$ cat src/rtl/rom_reader_pkg.sv
// Shared constants for the bipolar PROM scan reader: chip geometries,
// chip-select/operation codes and the reader FSM state type.
package rom_reader_pkg;

   // 556PT5 (IP3604 equivalent): 512 x 8
   localparam int IP3604_DATA_WIDTH    = 8;
   localparam int IP3604_ADDRESS_WIDTH = 9;

   // 556PT4 (IP3601 equivalent): 256 x 4
   localparam int IP3601_DATA_WIDTH    = 4;
   localparam int IP3601_ADDRESS_WIDTH = 8;

   // V1..V4 chip control codes, bit0 = V1
   localparam logic [3:0] OP_RESET = 4'b0000;
   localparam logic [3:0] OP_READ  = 4'b1100;

   typedef enum logic [2:0] {
      ST_IDLE,
      ST_SETTLE,
      ST_CAPTURE,
      ST_PRESENT,
      ST_DONE
   } reader_state_t;

endpackage

$ cat src/rtl/key_debouncer.sv
// Manual key conditioning: two-flop synchroniser, optional stability
// filter, and a single-cycle pulse on each accepted rising edge.
// Build option: define ROM_READER_DEBOUNCE_EN to require the synchronised
// level to hold for DEBOUNCE_CYCLES cycles before it is accepted;
// otherwise the synchronised level is used directly.
module key_debouncer #(
   parameter int DEBOUNCE_CYCLES = 16
) (
   input  logic clk,
   input  logic reset_n,
   input  logic key_async,
   output logic key_press
);

   logic sync_meta;
   logic sync_level;
   logic level;
   logic level_q;

   // Bring the asynchronous key into the clk domain.
   // NOTE: sequential state always uses non-blocking assignments so every
   // flop samples the pre-edge value of its neighbours.
   always_ff @(posedge clk) begin
      if (!reset_n) begin
         sync_meta  <= 1'b0;
         sync_level <= 1'b0;
      end else begin
         sync_meta  <= key_async;
         sync_level <= sync_meta;
      end
   end

`ifdef ROM_READER_DEBOUNCE_EN
   localparam int COUNT_W = $clog2(DEBOUNCE_CYCLES + 1);

   logic [COUNT_W-1:0] stable_count;

   // Accept a new level only after it has differed from the accepted one
   // for DEBOUNCE_CYCLES consecutive cycles; any bounce restarts the count.
   always_ff @(posedge clk) begin
      if (!reset_n) begin
         stable_count <= '0;
         level        <= 1'b0;
      end else if (sync_level == level) begin
         stable_count <= '0;
      end else if (stable_count == COUNT_W'(DEBOUNCE_CYCLES - 1)) begin
         stable_count <= '0;
         level        <= sync_level;
      end else begin
         stable_count <= stable_count + 1'b1;
      end
   end
`else
   localparam int unused_debounce_cycles = DEBOUNCE_CYCLES;

   assign level = sync_level;
`endif

   // Remember the accepted level so only its rising edge produces a press.
   always_ff @(posedge clk) begin
      if (!reset_n) begin
         level_q <= 1'b0;
      end else begin
         level_q <= level;
      end
   end

   assign key_press = level & ~level_q;

endmodule

$ cat src/rtl/rom_scan_reader.sv
// Bipolar PROM reader: manual single-step (increment/decrement keys) or a
// full-ROM automatic scan, presenting each captured word on a valid/ready
// stream. Build option: ROM_READER_DEBOUNCE_EN enables key debouncing
// inside key_debouncer.
module rom_scan_reader
   import rom_reader_pkg::*;
#(
   parameter int DATA_WIDTH      = IP3604_DATA_WIDTH,
   parameter int ADDRESS_WIDTH   = IP3604_ADDRESS_WIDTH,
   parameter int ACCESS_CYCLES   = 4,
   parameter int DEBOUNCE_CYCLES = 16
) (
   input  logic                     clk,
   input  logic                     reset_n,
   input  logic                     increment_key,
   input  logic                     decrement_key,
   input  logic                     auto_start,
   input  logic [DATA_WIDTH-1:0]    data_line_in,
   output logic [3:0]               operation,
   output logic [ADDRESS_WIDTH-1:0] address_line,
   output logic [DATA_WIDTH-1:0]    data_out,
   output logic                     out_valid,
   input  logic                     out_ready,
   output logic                     busy,
   output logic                     scan_done
);

   localparam int                     SETTLE_W     = $clog2(ACCESS_CYCLES + 1);
   localparam logic [ADDRESS_WIDTH-1:0] LAST_ADDRESS = '1;

   reader_state_t       state;
   logic                scan_mode;
   logic [SETTLE_W-1:0] settle_count;
   logic                inc_press;
   logic                dec_press;

   key_debouncer #(.DEBOUNCE_CYCLES(DEBOUNCE_CYCLES)) u_inc_key (
      .clk       (clk),
      .reset_n   (reset_n),
      .key_async (increment_key),
      .key_press (inc_press)
   );

   key_debouncer #(.DEBOUNCE_CYCLES(DEBOUNCE_CYCLES)) u_dec_key (
      .clk       (clk),
      .reset_n   (reset_n),
      .key_async (decrement_key),
      .key_press (dec_press)
   );

   // Reader FSM with all outputs registered; requests outside IDLE are dropped.
   // NOTE: every register here is cleared by reset_n, including the data
   // path, so a mid-scan reset leaves no stale word on the stream.
   always_ff @(posedge clk) begin
      if (!reset_n) begin
         state        <= ST_IDLE;
         address_line <= '0;
         data_out     <= '0;
         out_valid    <= 1'b0;
         busy         <= 1'b0;
         scan_done    <= 1'b0;
         operation    <= OP_RESET;
         scan_mode    <= 1'b0;
         settle_count <= '0;
      end else begin
         operation <= OP_READ;
         case (state)
            ST_IDLE: begin
               settle_count <= '0;
               if (auto_start) begin
                  address_line <= '0;
                  scan_mode    <= 1'b1;
                  busy         <= 1'b1;
                  state        <= ST_SETTLE;
               end else if (inc_press && !dec_press) begin
                  address_line <= address_line + ADDRESS_WIDTH'(1);
                  busy         <= 1'b1;
                  state        <= ST_SETTLE;
               end else if (dec_press && !inc_press) begin
                  address_line <= address_line - ADDRESS_WIDTH'(1);
                  busy         <= 1'b1;
                  state        <= ST_SETTLE;
               end
            end
            ST_SETTLE: begin
               if (settle_count == SETTLE_W'(ACCESS_CYCLES - 1)) begin
                  settle_count <= '0;
                  state        <= ST_CAPTURE;
               end else begin
                  settle_count <= settle_count + 1'b1;
               end
            end
            ST_CAPTURE: begin
               data_out  <= data_line_in;
               out_valid <= 1'b1;
               state     <= ST_PRESENT;
            end
            ST_PRESENT: begin
               if (out_ready) begin
                  out_valid <= 1'b0;
                  if (!scan_mode) begin
                     busy  <= 1'b0;
                     state <= ST_IDLE;
                  end else if (address_line == LAST_ADDRESS) begin
                     scan_done <= 1'b1;
                     state     <= ST_DONE;
                  end else begin
                     address_line <= address_line + ADDRESS_WIDTH'(1);
                     state        <= ST_SETTLE;
                  end
               end
            end
            ST_DONE: begin
               scan_done <= 1'b0;
               scan_mode <= 1'b0;
               busy      <= 1'b0;
               state     <= ST_IDLE;
            end
            default: begin
               out_valid <= 1'b0;
               scan_done <= 1'b0;
               scan_mode <= 1'b0;
               busy      <= 1'b0;
               state     <= ST_IDLE;
            end
         endcase
      end
   end

endmodule

$ cat config.mk
export PLATFORM = sky130hd
export DESIGN_NAME = rom_scan_reader
export DESIGN_NICKNAME = d
export VERILOG_FILES = /design/src/rtl/rom_reader_pkg.sv /design/src/rtl/key_debouncer.sv /design/src/rtl/rom_scan_reader.sv
export SDC_FILE = /design/constraint.sdc
export NUM_CORES = 1
export LEC_CHECK = 0
export ABC_AREA = 1
export CORE_UTILIZATION = 46
export DETAILED_ROUTE_END_ITERATION = 8
export GPL_TIMING_DRIVEN = 0
export PLACE_DENSITY = 0.79
export SLEW_MARGIN = 40
export SYNTH_ARGS = -nofsm -noshare
export SYNTH_HDL_FRONTEND = slang
export SYNTH_SLANG_ARGS = --single-unit
$ cat constraint.sdc
create_clock -name clk -period 2 [get_ports clk]
set_clock_uncertainty 0.2 [all_clocks]
set_input_delay 0.4 -clock clk [delete_from_list [all_inputs] [get_ports clk]]
set_output_delay 0.4 -clock clk [all_outputs]
set_load 0.03 [all_outputs]
# Word-level counts from Yosys, hierarchy flattened

Cells that the tools add are included.

$add $sub $neg: 3
Equal/unequal tests: 14
Multiplexer cells: 32
Bitwise operators: 8
Reductions and logical operators: 17

Operator list:

| operator              | count |
|---|---|
| $mux W9               | 6 |
| $mux W3               | 8 |
| $pmux W9 S2           | 1 |
| $ne A2 B2 Y1 const B  | 7 |
| $pmux W3 S4           | 1 |
| $mux W1               | 10 |
| $add A9 B1 Y9 const B | 1 |
| $eq A3 B2 Y1 const B  | 3 |
| $eq A9 B9 Y1 const B  | 1 |
| $reduce_or A3 Y1      | 3 |
| $sub A9 B1 Y9 const B | 1 |
| $reduce_and A4 Y1     | 2 |
| $not A1 Y1            | 6 |
| $pmux W1 S3           | 2 |
| $pmux W3 S2           | 1 |
| $reduce_and A5 Y1     | 1 |
| $mux W4               | 1 |
| $ne A4 B4 Y1 const B  | 1 |
| $pmux W1 S2           | 2 |
| $reduce_and A2 Y1     | 2 |
| $reduce_bool A2 Y1    | 2 |
| $add A3 B1 Y3 const B | 1 |
| $eq A3 B1 Y1 const B  | 1 |
| $eq A3 B3 Y1 const B  | 1 |
| 6 further kinds       | 9 |

Register bits after elaboration: 37
Word-level logic and storage cells: 89

# Longest topological paths before layout

Gate-level depths: netlist of the first run.

Word-level depth: 8
Depth in mapped cells: 14

# By module

From an unflattened synthesis of the first run, not the netlist that was laid out.

Cells, all modules: 261
Area total of the unflattened synthesis: 1804.2 um2

Modules (own cells, without submodules):

| module          | instances | cells each | area an instance (um2) | sequential area each (um2) |
|---|---|---|---|---|
| rom_scan_reader | 1         | 239        | 1619.1                 | 560.5 |
| key_debouncer   | 2         | 11         | 92.6                   | 60.1 |

# Worst setup path after synthesis of the first run

Ideal clock, no wire load.

Path kind: flip-flop to flip-flop
Start point: register address_line[1]
End point: register address_line[4]
Arrival: 1.999 ns
Required time: 1.733 ns
Setup slack: -0.266 ns
Stages on the path, launching flop included: 13
Buffers on the path: 0
Clock period less this slack: 2.266 ns
Path through: dfxtp_1 -> ha_1 -> nand3_1 -> nor2_1 -> nand2_1 -> nor3_1 -> ha_1 -> nand4_1 -> nand2_2 -> nor2_4 -> nand2_4 -> nand2_1 -> a21oi_2

Word-level cells in the longest chain between the ends: 5
Elaborated cells on any way between the ends: 12
Classes of those cells: add/sub (2); eq/ne (2); mux (7); reduce/logical (1)

RTL lines:

| item                                                  | line                                                                 | text |
|---|---|---|
| start: declaration                                    | rom_scan_reader.sv:20                                                | `output logic [ADDRESS_WIDTH-1:0] address_line,` |
| start signal: assignment                              | rom_scan_reader.sv:76                                                | `address_line <= address_line + ADDRESS_WIDTH'(1);` |
| start signal: assignment                              | rom_scan_reader.sv:80                                                | `address_line <= address_line - ADDRESS_WIDTH'(1);` |
| start signal: assignment                              | rom_scan_reader.sv:108                                               | `address_line <= address_line + ADDRESS_WIDTH'(1);` |
| $add A9 B1 Y9 / $sub A9 B1 Y9 (equally long branches) | rom_scan_reader.sv:76, rom_scan_reader.sv:108, rom_scan_reader.sv:80 |  |
| $mux W9 (on tied branches)                            | rom_scan_reader.sv:104, rom_scan_reader.sv:79                        |  |
| $mux W9 (on tied branches)                            | rom_scan_reader.sv:101, rom_scan_reader.sv:75                        |  |
| $mux W9 (on tied branches)                            | rom_scan_reader.sv:99, rom_scan_reader.sv:70                         |  |
| $pmux W9 S2                                           | rom_scan_reader.sv:67                                                | `case (state)` |

Parallel ways exist; a longest one is shown, timed or not. The select of a mux whose other input is x is not followed.
A chain may end at the register's enable or synchronous reset.

# Worst setup path after layout of the first run

Start point: register address_line[0]
End point: register address_line[5]

The elaborated chain is that of the path after synthesis.

==> results of run 1 <==
==> path summary, 6_finish.rpt <==
path / startpoint / endpoint / slack [ns] / cells past startpoint
max: address_line[0]$_SDFFE_PN0P_ / address_line[5]$_SDFFE_PN0P_ / -0.04 / 13
min: u_inc_key.sync_meta$_SDFF_PN0_ / u_inc_key.level$_SDFF_PN0_ / 0.23 / 2
max reg2reg: address_line[0]$_SDFFE_PN0P_ / address_line[5]$_SDFFE_PN0P_ / -0.04 / 13
min reg2reg: u_inc_key.sync_meta$_SDFF_PN0_ / u_inc_key.level$_SDFF_PN0_ / 0.23 / 2
==> critical path: stages (launching register included) <==
cell and delay [ns]:
dfxtp_4 0.36, ha_4 0.15, nand3_4 0.08, nor2_4 0.15, nand2_2 0.08, nor3_2 0.14
ha_2 0.21, nand4_1 0.09, nand2_2 0.11, nor2_4 0.05, nand2_4 0.11, nor2_2 0.04
nand2_1 0.08, a21oi_2 0.05
==> cell families (layout without fill, tap and decap cells) <==
group	after synthesis	in the layout	share of synthesized area (%)
adders and majority gates	4	4	2.663
DFF	34	34	36.22
other	1	2	0.1995
xor gates and xnor gates	4	4	1.865
AOI/OAI and AO/OA	43	43	12.52
buffers and inverters	49	98	10.52
and+or+nand+nor	146	147	36.02
==> flip-flops by register name, summed over array words and instances (netlist names) <==
| signal | count |
|---|---|
| address_line | 9 |
| data_out | 8 |
| settle_count | 3 |
| state | 3 |
| busy | 1 |
| operation | 1 |
| out_valid | 1 |
| scan_done | 1 |
| scan_mode | 1 |
| u_dec_key.level | 1 |
| u_dec_key.level_q | 1 |
| u_dec_key.sync_meta | 1 |
| u_inc_key.level | 1 |
| u_inc_key.level_q | 1 |
| u_inc_key.sync_meta | 1 |
==> routing by layer <==
metal | share of wire [%] | track usage, %
met1 | 48 | 29.49
met2 | 46 | 35.33
met3 | 4.5 | 5.690
met4 | 2.3 | 10.33
met5 | 0 | 0
==> power breakdown <==
part           switching [mW]  internal, mW  leakage, nW  total [mW]
logic                   0.608         0.389        0.857       0.997
clock network           0.246         0.398       0.0573       0.645
registers              0.0857         0.768        0.282       0.854
==> cell usage after synthesis <==
cell | number | area share, %
nand2_1 | 56 | 11
nor2_1 | 45 | 9.0
inv_1 | 35 | 7.0
dfxtp_1 | 34 | 36
nand3_1 | 20 | 5.3
a21oi_1 | 17 | 4.5
o21ai_0 | 15 | 4.0
nand2_2 | 6 | 2.0
clkbuf_1 | 5 | 1.0
o21ai_1 | 5 | 1.3
ha_1 | 4 | 2.7
nand4_1 | 4 | 1.3
buf_4 | 3 | 1.2
nand3_2 | 3 | 1.6
nor2_2 | 3 | 1.0
nor2_4 | 3 | 1.8
nor3_1 | 3 | 0.80
xor2_1 | 3 | 1.4
a21oi_2 | 2 | 0.93
buf_2 | 2 | 0.53
clkinv_1 | 2 | 0.40
a211oi_1 | 1 | 0.40
a31oi_1 | 1 | 0.33
buf_1 | 1 | 0.20
conb_1 | 1 | 0.20
inv_2 | 1 | 0.20
nand2_4 | 1 | 0.60
nor2_8 | 1 | 1.1
o21bai_1 | 1 | 0.40
o21bai_2 | 1 | 0.60
or2_0 | 1 | 0.33
xnor2_1 | 1 | 0.47
==> per-stage QoR <==
stage                     std cells  area (um2)
after floorplan                 282        1932
after global placement          365        2342
after detailed placement        365        2342
after CTS                       377        2510
after global routing            380        2552
final                           380        2552
==> cell type report <==
| cell class | count | area (um2) |
|---|---|---|
| Buffer | 10 | 61.31 |
| Clock inverter | 1 | 30.03 |
| Tap cell | 48 | 60.06 |
| Fill cell | 324 | 1246 |
| Inverter | 38 | 142.6 |
| Sequential cell | 34 | 696.9 |
| Clock buffer | 6 | 82.58 |
| Timing Repair Buffer | 43 | 414.1 |
| Multi-Input combinational cell | 200 | 1065 |
==> what timing repair did <==
action                                  CTS  global route
endpoints found under the setup margin   12            14
setup buffers                             5             3
pin swaps                                 9             9
resized for setup                         8             7
gates cloned                              1             0
==> flow_summary_export.csv, run 1 <==
group,metric,value,unit
timing,achievable-frequency,490.8,MHz
power_and_ir_drop,power,2.495,mW
yosys,synth.cell_area,0.001879,mm2
place,buffer_ports.inserted,35,
clocking,tritoncts,"done",
clocking,root_buffer,"clkbuf_8",
layout,final_util,67.19,%
hold_path,worstHoldPathType,"reg -> reg",
layout,final_nets,350,
clocking,clk_transition_reported_paths,0.07,ns
clocking,ctsHtreeMaxLevel,2,
yosys,sequential_cell_area_fraction_in_the_yosys_report,36.22,%
route,post_drt_via_cell_ratio,5.032,
place,place_ws,-0.2038,ns
power_and_ir_drop,highest_ir_drop_seen_on_vdd,530.6,uV
die,die_height,65.92,um
timing,timing.hold.ws,0.2309,ns
route,drc_errors,0,
place,place_hpwl,3.094,mm
route,wl_per_cell,11.83,um
clocking,cts_hold_repair.buffers,0,
timing,setup_viol,6,
route,drtIter0Drc,104,
die,die_w,65.92,um
global_route,grt_antenna_before_repair,0,
setup_path,crit_fanout,5,
job,drv.max_cap_violation_count,0,
clocking,clock_latency,0.29,ns
global_route,pin_count_of_the_biggest_net_entering_global_routing,11,
global_route,first_global_vias,1635,
global_route,global_route.usage.total,22.81,%
yosys,synthCells,281,
layout,drive_gt1_share,16.87,%
die,core_region_area,0.003799,mm2
route,drt_first_pass_iters,4,
power_and_ir_drop,power.leakage,1.196,nW
yosys,netlist-cell-type-count,32,
clocking,cts_inserted_buffers,5,
yosys,post_synthesis_area_per_instance,6.688,um2
layout,layout-area-overhead-vs-synth,35.82,%
setup_path,criticalPathCategory,"reg -> reg",
route,antenna_violating_nets_post_route,0,
timing,min_period_over_period,101.9,%
die,die_area,0.004345,mm2
yosys,yosys_register_bits,34,
global_route,global_route.overflow_total,0,
layout,antenna_cells,0,
setup_path,timing.critical_path.from_type,"register",
timing,final_hold_viol_count,0,
die,effective_utilization_at_floorplan,49.47,%
clocking,max-clock-path-buffers,2,
global_route,grt_first_pass_wirelength,7.376,mm
timing,unrepaired_setup_endpoints_after_global_routing,"true",
layout,layout_commonest_cell,"nand2_1",
timing,tns,-0.09823,ns
run_status,run_status,"complete, but fails checks",
run_status,violations,"negative setup slack",
setup_path,worst_setup_path_end_kind,"register",
die,io_pins,38,
yosys,synth.yosys.warnings,0,
setup_path,cp.arrival,1.99,ns
timing,layout_setup_ws,-0.03731,ns
die,rows,22,
route,dr_total_vias,1912,
layout,layout.cells.most_common_list,"nand2_1 (55), nor2_1 (44), inv_1 (35)",
route,wl,4.496,mm
clocking,number_of_sinks_handled_by_clock_tree_synthesis,34,
power_and_ir_drop,pwr_density_cell,977.4,mW/mm2
timing,worst_pin_slew,0.6310,ns
timing,worst_slew_margin_rel,57.93,%
timing,finalWorstPathRequiredPeriod,2.037,ns
setup_path,worstPathRequired,1.95,ns
timing,maxSlewViolCount,0,
place,gp_congestion,0.9604,
Power figures use the tool's default switching activity.
==> run 2: changes to the inputs <==
--- a/config.mk
+++ b/config.mk
@@ -6,11 +6,13 @@
 export NUM_CORES = 1
 export LEC_CHECK = 0
 export ABC_AREA = 1
-export CORE_UTILIZATION = 46
+export CORE_UTILIZATION = 47
 export DETAILED_ROUTE_END_ITERATION = 8
+export DONT_BUFFER_PORTS = 1
 export GPL_TIMING_DRIVEN = 0
-export PLACE_DENSITY = 0.79
+export PLACE_DENSITY = 0.72
 export SLEW_MARGIN = 40
 export SYNTH_ARGS = -nofsm -noshare
 export SYNTH_HDL_FRONTEND = slang
+export SYNTH_HIERARCHICAL = 1
 export SYNTH_SLANG_ARGS = --single-unit
==> flow_summary_export.csv, run 2 <==
group,metric,value,unit
clocking,ctsHtreeMaxLevel,2,
die,effective_utilization_at_floorplan,49.28,%
yosys,synth_ff_type,"dfxtp_1",
clocking,tritoncts,"done",
layout,antenna_cells,0,
yosys,netlist-cell-type-count,31,
die,die_height,63.96,um
yosys,synthTopCellsByArea,"dfxtp_1 (38%), nand2_1 (10%), nor2_1 (7.7%), inv_1 (5.8%), nand3_1 (5.5%)",
layout,final_nets,293,
global_route,global_route.overflow_total,0,
route,wl,4.012,mm
hold_path,worstHoldPathType,"in -> reg",
setup_path,worstReg2RegEnd,"address_line[8]$_SDFFE_PN0P_",
power_and_ir_drop,power.leakage,0.9619,nW
global_route,global_route.usage.total,19.79,%
clocking,max-clock-path-buffers,2,
yosys,synth_top_area_share,37.73,%
power_and_ir_drop,intPower,1.304,mW
timing,final_hold_viol_count,0,
layout,largest_register_ff_count,9,
die,core_region_area,0.003661,mm2
setup_path,critical-path-slowest-cell,"dfxtp_2",
run_status,run_status,"complete, but fails checks",
yosys,synth.most_common_cell,"nand2_1",
place,place_ws,-0.1806,ns
yosys,synth.yosys.warnings,6,
power_and_ir_drop,power.combinational.fraction,31.4,%
global_route,first_global_vias,1466,
layout,drive_gt1_share,24.28,%
hold_path,hp-start,"reset_n",
place,place_hpwl,2.708,mm
timing,setup_viol,2,
route,drc_errors,0,
setup_path,crit_path_frequent_cell,"nand2_2",
route,antenna_violating_nets_post_route,0,
timing,timing.hold.ws,0.005685,ns
route,drt_first_pass_iters,5,
clocking,cts_inserted_buffers,5,
clocking,clock_latency,0.30,ns
global_route,grt_first_pass_wirelength,6.258,mm
layout,layout-area-overhead-vs-synth,16.30,%
timing,worst_slew_margin_rel,62.35,%
timing,unrepaired_setup_endpoints_after_global_routing,"true",
yosys,synth.cell_area,0.001804,mm2
setup_path,critical-path-top-delay-family,"simple AND/OR/NAND/NOR gates",
yosys,ys_async_sr_fraction,0,%
timing,worst_pin_slew,0.5627,ns
power_and_ir_drop,pwr_density_cell,1058,mW/mm2
power_and_ir_drop,highest_ir_drop_seen_on_vdd,762.6,uV
yosys,post_synthesis_area_per_instance,6.913,um2
setup_path,worstReg2RegStart,"address_line[3]$_SDFFE_PN0P_",
yosys,synthCells,261,
setup_path,cp.buffers_inverters,1,
power_and_ir_drop,seq_power_share,44.3,%
timing,min_period_over_period,100.8,%
route,dr_total_vias,1704,
layout,top_regs,"address_line (9), data_out (8)",
yosys,synthDominantAreaCellType,"dfxtp_1",
timing,layout_setup_ws,-0.01654,ns
clocking,clk_transition_reported_paths,0.08,ns
yosys,yosys_register_bits,34,
die,io_pins,38,
die,rows,22,
hold_path,hold_path_depth,2,
hold_path,min_to,"u_dec_key/level$_SDFF_PN0_",
route,wl_per_cell,12.38,um
yosys,post_synth_most_frequent_cells,"nand2_1 (50), nor2_1 (37), dfxtp_1 (34), inv_1 (28), nand3_1 (20)",
yosys,sequential_cell_area_fraction_in_the_yosys_report,37.73,%
job,drv.max_cap_violation_count,0,
power_and_ir_drop,sw_frac_of_total,41.26,%
clocking,root_buffer,"clkbuf_8",
setup_path,critical-path-max-stage-delay,0.53,ns
setup_path,critical_path_cell_sequence,"nand2_4 -> nor2_4 -> nand2_2 -> nor3_2 -> ha_2 -> inv_2 -> nand2_2 -> nand2_2 -> nand2_4 -> nor2_4 -> o21ai_1 -> a21oi_1",
clocking,number_of_sinks_handled_by_clock_tree_synthesis,34,
setup_path,crit_fanout,8,
setup_path,timing.reg2reg.setup_slack,-0.02,ns
timing,finalWorstPathRequiredPeriod,2.017,ns
setup_path,cp.arrival,1.99,ns
route,post_drt_via_cell_ratio,5.259,
power_and_ir_drop,total_switching_power,0.9162,mW
layout,layout.cells.most_common_list,"nand2_1 (46), nor2_1 (35), inv_1 (27)",
route,drtIter0Drc,128,
timing,achievable-frequency,495.9,MHz
run_status,violations,"negative setup slack",
global_route,grt_antenna_before_repair,0,
global_route,pin_count_of_the_biggest_net_entering_global_routing,13,
die,die_w,63.96,um
setup_path,reg2reg_depth,12,
layout,registers.top_by_ff_count,"address_line",
power_and_ir_drop,clockPowerShare,24.3,%
die,die_area,0.004090,mm2
setup_path,timing.critical_path.from_type,"register",
place,buffer_ports.inserted,0,
yosys,post_synth_edffs,0,
place,gp_congestion,0.8712,
layout,layout_commonest_cell,"nand2_1",
setup_path,criticalPathCategory,"reg -> reg",
setup_path,worst_setup_path_end_kind,"register",
setup_path,worstPathRequired,1.98,ns
timing,maxSlewViolCount,0,
run 2: cell count changes after synthesis, sizes merged, moves of 2 or more:
cell / change
a21oi: -3
buf: -2
clkbuf: -3
inv: -2
nand2: -4
nor2: -8
nor3: +3
o21ai: +2
o21bai: -2
run 2: area by class of cell:
class                           instances  area (um2)
Clock buffer                            6       82.58
Multi-Input combinational cell        186        1017
Tap cell                               48       60.06
Fill cell                             344        1563
Sequential cell                        34       700.7
Buffer                                  6       42.54
Timing Repair Buffer                    5       43.79
Inverter                               37       138.9
Clock inverter                          2       12.51
run 2: metal layers:
layer  vias to the layer above  GRT usage, %  share of wire [%]
li1                        863             -                  -
met1                       753         24.70                 45
met2                        67         31.38                 45
met3                        21         6.250                7.7
met4                         0         7.955                3.1
met5                         -             0                  0
run 2: power groups by stage:
stage	registers [mW]	clock network, mW	logic, mW
CTS	0.978	0.548	0.609
detailed placement	0.986	0	0.596
floorplan	0.963	0	0.501
finish	0.984	0.540	0.696
global route	0.997	0.579	0.785
global placement	0.984	0	0.582
run 2: kinds of logic after synthesis:
family / Yosys count / share of synthesized area, %
other cells: 1 / 0.2078
buf+inv: 43 / 9.639
flops: 34 / 37.73
compound gates: 41 / 12.21
xor+xnor: 4 / 1.942
simple gates: 134 / 35.51
fa+ha+maj: 4 / 2.774
run 2: repair_timing:
action / CTS / global route
resized for setup: 12 / 18
pin swaps: 1 / 3
endpoints found under the setup margin: 11 / 11
hold endpoints to repair: 2 / 0
cloned: 0 / 1
hold buffers: 1 / 0
buffers inserted: 0 / 4
run 2: worst max-delay path by stage:
stage / startpoint / end / slack [ns] / cells past startpoint
floorplan: address_line[0]$_SDFFE_PN0P_ / address_line[0]$_SDFFE_PN0P_ / 0.003 / 11
global placement: address_line[0]$_SDFFE_PN0P_ / address_line[0]$_SDFFE_PN0P_ / -0.17 / 11
detailed placement: address_line[0]$_SDFFE_PN0P_ / address_line[0]$_SDFFE_PN0P_ / -0.18 / 11
CTS: address_line[1]$_SDFFE_PN0P_ / address_line[2]$_SDFFE_PN0P_ / 0.009 / 12
global route: address_line[2]$_SDFFE_PN0P_ / address_line[8]$_SDFFE_PN0P_ / -0.14 / 13
finish: address_line[3]$_SDFFE_PN0P_ / address_line[8]$_SDFFE_PN0P_ / -0.02 / 12
run 2: worst reg2reg max path: stages (launching register included):
cell     delay [ns]
dfxtp_2        0.53
nand2_4        0.09
nor2_4         0.14
nand2_2        0.07
nor3_2         0.11
ha_2           0.22
inv_2          0.04
nand2_2        0.07
nand2_2        0.06
nand2_4        0.11
nor2_4         0.07
o21ai_1        0.15
a21oi_1        0.05
run 2: through the flow:
stage,cell area (um2),total power [mW],setup TNS (ns),instances,util [%]
after global routing,2098,2.360,-1.066,324,57.31
after detailed placement,1871,1.582,-1.348,310,51.09
after CTS,2002,2.135,0,319,54.68
after floorplan,1810,1.464,0,262,-
final,2098,2.221,-0.02228,324,57.31
after global placement,1871,1.565,-1.291,310,51.09
==> run 3: changes to the inputs <==
--- a/config.mk
+++ b/config.mk
@@ -10,7 +10,8 @@
 export DETAILED_ROUTE_END_ITERATION = 8
 export DONT_BUFFER_PORTS = 1
 export GPL_TIMING_DRIVEN = 0
-export PLACE_DENSITY = 0.72
+export PLACE_DENSITY = 0.7
+export SKIP_LAST_GASP = 1
 export SLEW_MARGIN = 40
 export SYNTH_ARGS = -nofsm -noshare
 export SYNTH_HDL_FRONTEND = slang
==> constraint.sdc (replaced) <==
create_clock -name clk -period 2.3 [get_ports clk]
set_clock_uncertainty 0.2 [all_clocks]
set_input_delay 0.46 -clock clk [delete_from_list [all_inputs] [get_ports clk]]
set_output_delay 0.46 -clock clk [all_outputs]
set_load 0.03 [all_outputs]
==> flow_summary_export.csv, run 3 (synthesis results as in run 2) <==
group,metric,value,unit
run_status,run_status,"finished clean",
hold_path,hold_path_depth,2,
layout,final_nets,288,
layout,area_occupied_by_multi_input_gates,958.4,um2
route,routed.top_layer,"met4",
power_and_ir_drop,pwr_density_cell,1012,mW/mm2
place,place_ws,0.01859,ns
place,dpl.cell_count,310,
hold_path,worstHoldPathType,"in -> reg",
die,effective_utilization_at_floorplan,49.28,%
layout,layout.filler_cells,339,
route,route.met2.wl,1.659,mm
clocking,cts_inserted_buffers,5,
route,wl,3.781,mm
timing,setup_viol,0,
global_route,pin_count_of_the_biggest_net_entering_global_routing,14,
die,core_region_area,0.003661,mm2
route,drt_first_pass_iters,4,
setup_path,worstPathRequired,2.28,ns
route,dr_total_vias,1599,
route,antenna_violating_nets_post_route,0,
route,drt-met1-wl,1.789,mm
route,drc_errors,0,
layout,finish.cell_count_without_fillers,319,
place,buffer_ports.inserted,0,
die,die_height,63.96,um
layout,layout_commonest_cell,"nand2_1",
place,gp_congestion,0.9073,
clocking,ctsHtreeMaxLevel,2,
route,dr_wl_met3,275,um
clocking,clock_latency,0.30,ns
clocking,clk_transition_reported_paths,0.08,ns
route,wl_per_cell,11.85,um
timing,achievable-frequency,479.5,MHz
layout,drive_gt1_share,17.34,%
timing,unrepaired_setup_endpoints_after_global_routing,"false",
layout,layout.cells.most_common_list,"nand2_1 (50), nor2_1 (37), dfxtp_1 (29)",
die,rows,22,
die,io_pins,38,
layout,layout-area-overhead-vs-synth,12.69,%
layout,top_regs,"address_line (9), data_out (8)",
layout,antenna_cells,0,
global_route,global_route.overflow_total,0,
global_route,grt_first_pass_wirelength,6.555,mm
place,place_hpwl,2.753,mm
power_and_ir_drop,highest_ir_drop_seen_on_vdd,590.1,uV
layout,registers.top_by_ff_count,"address_line",
die,die_w,63.96,um
setup_path,timing.critical_path.from_type,"register",
clocking,root_buffer,"clkbuf_8",
setup_path,cp.arrival,2.06,ns
setup_path,reg2reg_depth,12,
route,post_drt_via_cell_ratio,5.013,
global_route,first_global_vias,1430,
setup_path,worst_setup_path_end_kind,"register",
clocking,max-clock-path-buffers,2,
power_and_ir_drop,power,2.058,mW
setup_path,criticalPathCategory,"reg -> reg",
die,die_area,0.004090,mm2
timing,layout_setup_ws,0.2146,ns
clocking,number_of_sinks_handled_by_clock_tree_synthesis,34,
timing,tns,0,ns
timing,final_hold_viol_count,0,
global_route,grt_antenna_before_repair,0,
layout,sequential_cell_area,689.4,um2
timing,min_period_over_period,90.67,%
job,drv.max_cap_violation_count,0,
timing,finalWorstPathRequiredPeriod,2.085,ns
layout,largest_register_ff_count,9,
timing,maxSlewViolCount,0,
clocking,tritoncts,"done",
power_and_ir_drop,power.leakage,0.9441,nW
global_route,global_route.usage.total,20.98,%
setup_path,crit_fanout,10,
route,drtIter0Drc,109,
==> run 3: cell count changes in the layout (fill, tap and decap cells not counted), sizes merged <==
cell / change
bufinv: +2
buf: -5
clkinvlp: -1
nor2: -1
==> run 3: power breakdown <==
| part | internal [mW] | switching, mW | total, mW |
|---|---|---|---|
| Clock | 0.434 | 0.250 | 0.684 |
| Sequential | 0.665 | 0.180 | 0.845 |
| Combinational | 0.189 | 0.340 | 0.529 |
| Total | 1.29 | 0.770 | 2.06 |
==> run 3: worst paths after layout <==
kind | from | slack [ns] | to
worst max-delay path | address_line[4]$_SDFFE_PN0P_ | 0.21 | address_line[1]$_SDFFE_PN0P_
worst min-delay path | reset_n | 0.06 | u_inc_key/sync_meta$_SDFF_PN0_
worst max register to register | address_line[4]$_SDFFE_PN0P_ | 0.21 | address_line[1]$_SDFFE_PN0P_
worst min register to register | u_inc_key/sync_meta$_SDFF_PN0_ | 0.21 | u_inc_key/level$_SDFF_PN0_
==> run 3: final cells by class <==
| type | instances | area share, % |
|---|---|---|
| Multi-Input combinational cell | 185 | 47.14 |
| Sequential cell | 34 | 33.91 |
| Inverter | 37 | 6.831 |
| Clock buffer | 5 | 3.385 |
| Clock inverter | 3 | 3.385 |
| Tap cell | 48 | 2.954 |
| Buffer | 6 | 1.908 |
| Timing Repair Buffer | 1 | 0.4923 |
==> run 3: through the flow <==
| step | instance area, um2 | hold WS (ns) | utilization [%] |
|---|---|---|---|
| floorplan | 1808 | 0.1856 | - |
| global placement | 1868 | 0.1874 | 51.03 |
| detailed placement | 1868 | 0.1975 | 51.03 |
| CTS | 2017 | 0.05524 | 55.09 |
| global route | 2033 | 0.05777 | 55.54 |
| finish | 2033 | 0.05936 | 55.54 |
==> run 3: layer usage <==
layer	GRT usage (%)	up-vias
li1	-	846
met1	28.76	700
met2	30.32	47
met3	6.964	6
met4	7.670	0
met5	0	-
==> run 3: critical path: stages, from the launching register on <==
cell,delay [ns]
dfxtp_1,0.57
nand2_1,0.11
nor2_1,0.14
nand2_1,0.09
nor3_2,0.12
ha_1,0.19
inv_1,0.07
nand2_2,0.08
nand2_2,0.06
nand2_4,0.08
nor2_8,0.05
o21ai_1,0.13
a21oi_1,0.06
==> run 3: what timing repair did <==
action,CTS,global route
endpoints found under the setup margin,2,9
buffers inserted,0,0
endpoints found under the hold margin,1,0
resized for setup,1,9
hold buffers,1,0
